File: src/rtl/lsu_bus_master.sv
// Load/store unit master for the peripheral register bus. Each core request becomes one
// read or write bus cycle and one response pulse. Optional read timeout: LSU_TIMEOUT_EN.
module lsu_bus_master #(
    parameter logic [15:0] ADDR_HI        = 16'h0000,
    parameter int unsigned TIMEOUT_CYCLES = 16
) (
    input  logic        clk,
    input  logic        rst,
    input  logic        req_valid,
    output logic        req_ready,
    input  logic        req_we,
    input  logic [1:0]  req_size,
    input  logic        req_unsigned,
    input  logic [31:0] req_addr,
    input  logic [31:0] req_wdata,
    output logic        resp_valid,
    output logic [31:0] resp_rdata,
    output logic        resp_err,
    output logic        wr_en,
    output logic [3:0]  be,
    output logic [15:0] wr_addr,
    output logic [31:0] wdata,
    output logic        rd_en,
    output logic [15:0] rd_addr,
    input  logic [31:0] rdata,
    input  logic        rd_rdy
);

    typedef enum logic [2:0] {IDLE, WR, RD, RD_WAIT, RESP} state_t;

    state_t      state, next_state;
    logic        accept, req_bad, rd_done, rd_timeout;
    logic [1:0]  lat_size, lat_off;
    logic        lat_uns;
    logic [15:0] bus_addr;

    logic        wr_en_d, rd_en_d, resp_valid_d, resp_err_d;
    logic [3:0]  be_d;
    logic [15:0] wr_addr_d, rd_addr_d;
    logic [31:0] wdata_d, resp_rdata_d;

    // Extract the addressed lane from the bus word and widen it to 32 bits.
    function automatic logic [31:0] load_extend(input logic [31:0] d, input logic [1:0] size,
                                                input logic [1:0] off, input logic uns);
        logic signed [7:0]  b;
        logic signed [15:0] h;
        b = d[{off, 3'b000} +: 8];
        h = d[{off[1], 4'b0000} +: 16];
        case (size)
            2'd0:    return uns ? {24'd0, b} : 32'(b);
            2'd1:    return uns ? {16'd0, h} : 32'(h);
            default: return d;
        endcase
    endfunction

    assign req_ready = (state == IDLE) & ~rst;
    assign accept    = req_valid & req_ready;
    assign rd_done   = (state == RD_WAIT) & rd_rdy;
    assign bus_addr  = {req_addr[15:2], 2'b00};

    always_comb begin
        req_bad = 1'b0;
        case (req_size)
            2'd1:    req_bad = req_addr[0];
            2'd2:    req_bad = |req_addr[1:0];
            2'd3:    req_bad = 1'b1;
            default: req_bad = 1'b0;
        endcase
        if (req_addr[31:16] != ADDR_HI)
            req_bad = 1'b1;
    end

`ifdef LSU_TIMEOUT_EN
    logic [15:0] to_cnt;

    // Held at zero outside RD_WAIT, so it starts from zero on every entry.
    always_ff @(posedge clk or posedge rst) begin
        if (rst)
            to_cnt <= '0;
        else if (state != RD_WAIT)
            to_cnt <= '0;
        else if (!rd_rdy)
            to_cnt <= to_cnt + 16'd1;
    end

    assign rd_timeout = (state == RD_WAIT) & ~rd_rdy & (to_cnt == 16'(TIMEOUT_CYCLES - 1));
`else
    assign rd_timeout = 1'b0;
`endif

    always_ff @(posedge clk or posedge rst) begin
        if (rst)
            state <= IDLE;
        else
            state <= next_state;
    end

    always_comb begin
        next_state = state;
        case (state)
            IDLE:    if (accept) next_state = req_bad ? RESP : (req_we ? WR : RD);
            WR:      next_state = RESP;
            RD:      next_state = RD_WAIT;
            RD_WAIT: if (rd_done || rd_timeout) next_state = RESP;
            RESP:    next_state = IDLE;
            default: next_state = IDLE;
        endcase
    end

    // Next values of the registered outputs; bus fields are zero whenever no strobe is issued.
    always_comb begin
        wr_en_d      = (state == IDLE) && (next_state == WR);
        rd_en_d      = (state == IDLE) && (next_state == RD);
        be_d         = 4'b0000;
        wdata_d      = 32'd0;
        wr_addr_d    = wr_en_d ? bus_addr : 16'd0;
        rd_addr_d    = rd_en_d ? bus_addr : 16'd0;
        resp_valid_d = (next_state == RESP);
        resp_err_d   = ((state == IDLE) && (next_state == RESP)) || rd_timeout;
        resp_rdata_d = rd_done ? load_extend(rdata, lat_size, lat_off, lat_uns) : 32'd0;
        if (wr_en_d) begin
            case (req_size)
                2'd0: begin
                    be_d    = 4'b0001 << req_addr[1:0];
                    wdata_d = {4{req_wdata[7:0]}};
                end
                2'd1: begin
                    be_d    = 4'b0011 << {req_addr[1], 1'b0};
                    wdata_d = {2{req_wdata[15:0]}};
                end
                default: begin
                    be_d    = 4'b1111;
                    wdata_d = req_wdata;
                end
            endcase
        end
    end

    always_ff @(posedge clk) begin
        if (accept) begin
            lat_size <= req_size;
            lat_off  <= req_addr[1:0];
            lat_uns  <= req_unsigned;
        end
    end

    always_ff @(posedge clk or posedge rst) begin
        if (rst) begin
            wr_en      <= 1'b0;
            rd_en      <= 1'b0;
            be         <= 4'b0000;
            wr_addr    <= 16'd0;
            rd_addr    <= 16'd0;
            wdata      <= 32'd0;
            resp_valid <= 1'b0;
            resp_err   <= 1'b0;
            resp_rdata <= 32'd0;
        end else begin
            wr_en      <= wr_en_d;
            rd_en      <= rd_en_d;
            be         <= be_d;
            wr_addr    <= wr_addr_d;
            rd_addr    <= rd_addr_d;
            wdata      <= wdata_d;
            resp_valid <= resp_valid_d;
            resp_err   <= resp_err_d;
            resp_rdata <= resp_rdata_d;
        end
    end

endmodule

File: config.mk
export PLATFORM = sky130hd
export DESIGN_NAME = lsu_bus_master
export DESIGN_NICKNAME = d
export VERILOG_FILES = /design/src/rtl/lsu_bus_master.sv
export SDC_FILE = /design/constraint.sdc
export NUM_CORES = 1
export LEC_CHECK = 0
export ABC_AREA = 1
export CORE_MARGIN = 5
export CORE_UTILIZATION = 41
export DETAILED_ROUTE_END_ITERATION = 12
export PLACE_DENSITY = 0.86
export SETUP_SLACK_MARGIN = 0.3
export SLEW_MARGIN = 10
export SYNTH_ARGS = -nofsm -noshare
export SYNTH_HDL_FRONTEND = slang
export SYNTH_SLANG_ARGS = --single-unit
File: constraint.sdc
create_clock -name clk -period 4.45 [get_ports clk]
set_input_delay 0.89 -clock clk [delete_from_list [all_inputs] [get_ports clk]]
set_output_delay 0.89 -clock clk [all_outputs]
set_load 0.05 [all_outputs]
==> impl_results.md <==
- Core area: 10700 µm²
- DP Wirelength: 10400 µm
- Routed WL: 13500 µm
- Initial antenna violation count: 0
- Worst hold path type: flop to flop
- DRC errors left: 0
- Max-slew headroom: 0.528
- Filler cells: 886
- Std-Cell Rows: 38
- Layout Area Growth over Synthesis: 50.9%
- IO Port Bufs: 204
- Number of global-route vias before repair: 4124
- Sequential share of the synthesized area: 0.614
- Syn_area_per_cell: 9.37 µm²
- Post-Layout Cell Count: 819
- Clock power frac: 0.309
- Worst hold slack: around 0.60 ns
- Post-CTS Hold Fix Bufs: 0
- Cells after Synth: 474
- CTS root buf: clkbuf_8
- CP endpoint kind: output pin
- Yosys warns: 0
- Worst slew pin tran: approximately 0.71 ns
- Combinational share of power: 0.125
- Most frequent cells in the layout: clkdlybuf4s50_1 (204), nor2_1 (109), dfrtp_1 (103), nand2_1 (85), inv_1 (52)
- Chip height: 114 µm
- Fraction of layout cells with a size suffix above 1: 0.0736
- Max-Cap Viols: 0
- Routed via count: 3977
- Dpl cells: 803
- CP dominant cell by count: clkdlybuf4s50_1
- Switching power: 0.453 mW
- GRT Resource Usage Total: 0.206
- Unrepaired setup endpoints after global routing: false
- Worst Setup Start Kind: input pin
- Worst Hold Path EP: state[2]
- Clock slew at reported path FFs: 0.11 ns
- Die W: 114 µm
- DR pass1 iterations: 5
- Clk Latency, worst-skew pair: 0.36 ns
- Gp weighted congestion: ~0.85
- CTS tree: yes
- Initial DRC count: ~170
- Final design utilization: 0.623
- R2R cell count: 7
- Worst EP required: approximately 3.6 ns
- Tot Pwr: 1.76 mW
- P_int: 1.31 mW
- Achievable frequency: 311 MHz
- Slowest stage delay, CP: a little over 0.8 ns
- Antenna-violating nets left: 0
- Final Critical Period: 3.21 ns
- Status: finished clean
- First-pass GRT wire length: around 21000 µm
- Hold depth: 2
- Vias per cell: slightly below 5
- Max FO, Critical Path: 2
- I/O pin cnt: between 200 and 250
- Total die area: roughly 13000 µm²
- CTS max path bufs: 2
- Largest net degree at the start of global routing: 53
- ANT cells: 0
- Crit Path Category: input pin to output pin
- Post-CTS Setup Bufs: 0
- Yosys top cell area share: 0.580
- Cell family with most CP delay: buffers and inverters
- Ranking of synthesized cells by area: dfrtp_1 (58%), nor2_1 (9.2%), nand2_1 (7.2%)
- Reg2reg end: resp_rdata[15]
- Cell area after synthesis: 4440 µm²
- Final Hold Fails: 0
- Leak: between 3 and 4 nW
- Max Slew Vio Count: 0
- Buf/Inv on CP: 2
- Final period util: 0.722
- Most common cell after layout, fill and taps aside: clkdlybuf4s50_1
- Synth unique cells: 27
- R2R setup slack: 2.47 ns
- Switching Share: 0.257
- Clock buffers created by TritonCTS: 9
- Hold path start: state[0]
- Worst EP arrival: 2.32 ns
- Remaining global-route overflow: 0
- Post-CTS Resized: 0
- Crit Reg-Reg Startpoint: lat_size[1]
- Synthesis-stage register bit count: ~110
- Clock Sinks: 108
- Pwr/cell area: 263 nW/µm²
- Final setup violation count: 0
- CTS H-Tree Depth: 3
- Initial Util: 0.413
- Peak VDD IR: 0.174 mV
- Slowest cell on the critical path: clkdlybuf4s50_1
- Setup tns final: 0 ns
- Drt wl/cell: 16.5 µm
- Worst path cell trace: clkdlybuf4s50_1 -> nor2_2 -> clkdlybuf4s50_1
- Final Skew: 0.0130 ns
- Final net count: between 700 and 800
- Yosys top cell by area: dfrtp_1
- Reg power frac: 0.565
## power groups by stage
stage               clock network (mW)  registers (mW)  logic, mW
CTS                              0.561           0.996      0.221
global route                     0.600           0.996      0.240
floorplan                            0            1.02     0.0922
global placement                     0            1.01      0.215
detailed placement                   0            1.01      0.220
finish                           0.545           0.995      0.220
## cell type report
class,instances,area (µm²),area share
clock buffers,9,124,0.0185
clock inverters,7,48.8,0.00728
inverters,57,219,0.0327
multi-input cells,292,1350,0.201
flip-flops and latches,108,2730,0.407
well taps,140,175,0.0261
repair buffers,206,2060,0.307
## sequential cells by signal, indices dropped and copies added (netlist names)
signal and cells:
resp_rdata 32, wdata 32, rd_addr 14, wr_addr 14, be 4, state 3
lat_off 2, lat_size 2, lat_uns 1, rd_en 1, resp_err 1, resp_valid 1
wr_en 1
## worst max-delay path by stage
stage | depth (start not counted) | start | slack (ns) | to
2_1_floorplan | 1 | rst | 0.86 | be[0]
3_3_place_gp | 3 | rst | 1.24 | req_ready
3_5_place_dp | 3 | rst | 1.24 | req_ready
4_1_cts | 3 | rst | 1.23 | req_ready
5_1_grt | 3 | rst | 1.19 | req_ready
6_report | 3 | rst | 1.24 | req_ready
## metrics by stage
step                setup WS [ns]  cell area (µm²)
detailed placement           1.24             6530
global placement             1.24             6530
floorplan                   0.856             4450
finish                       1.24             6700
CTS                          1.23             6700
global route                 1.19             6700
## layer usage
metal | global-route usage | up-vias | wire (µm)
met5 | 0 | - | 0
met4 | 0.0681 | 0 | 212
met3 | 0.0851 | 15 | 1660
met2 | 0.364 | 214 | 6830
met1 | 0.224 | 1894 | 4810
li1 | - | 1854 | -
## cells in the mapped netlist
cell type and n:
nor2_1 109, dfrtp_1 103, nand2_1 85, inv_1 53
o21ai_0 24, a21oi_1 15, nor2_2 11, buf_6 8
o221ai_1 8, a21boi_0 7, o211ai_1 7, or2_2 7
buf_4 6, edfxtp_1 5, nand3_1 5, clkbuf_1 4
inv_2 3, buf_2 2, nand2_2 2, nand2_4 2
nand3_2 2, a21oi_2 1, conb_1 1, inv_4 1
nor2_4 1, nor3_4 1, o21ai_1 1
## worst register-to-register path, delay by kind of cell (launching register included)
kind            cells  cell delay [ns]
buf+inv             1             0.30
simple gates        4             0.38
compound gates      2             0.55
flops               1             0.62
## cells by family (layout without fill, tap and decap cells)
kind of cell    count (synthesis)  in the layout  synth area share
compound gates                 63             63            0.0865
buf+inv                        77            279            0.0848
other cells                     1              4          0.000844
simple gates                  225            225             0.214
flops                         108            108             0.614
(Power assumes the default switching activity.)
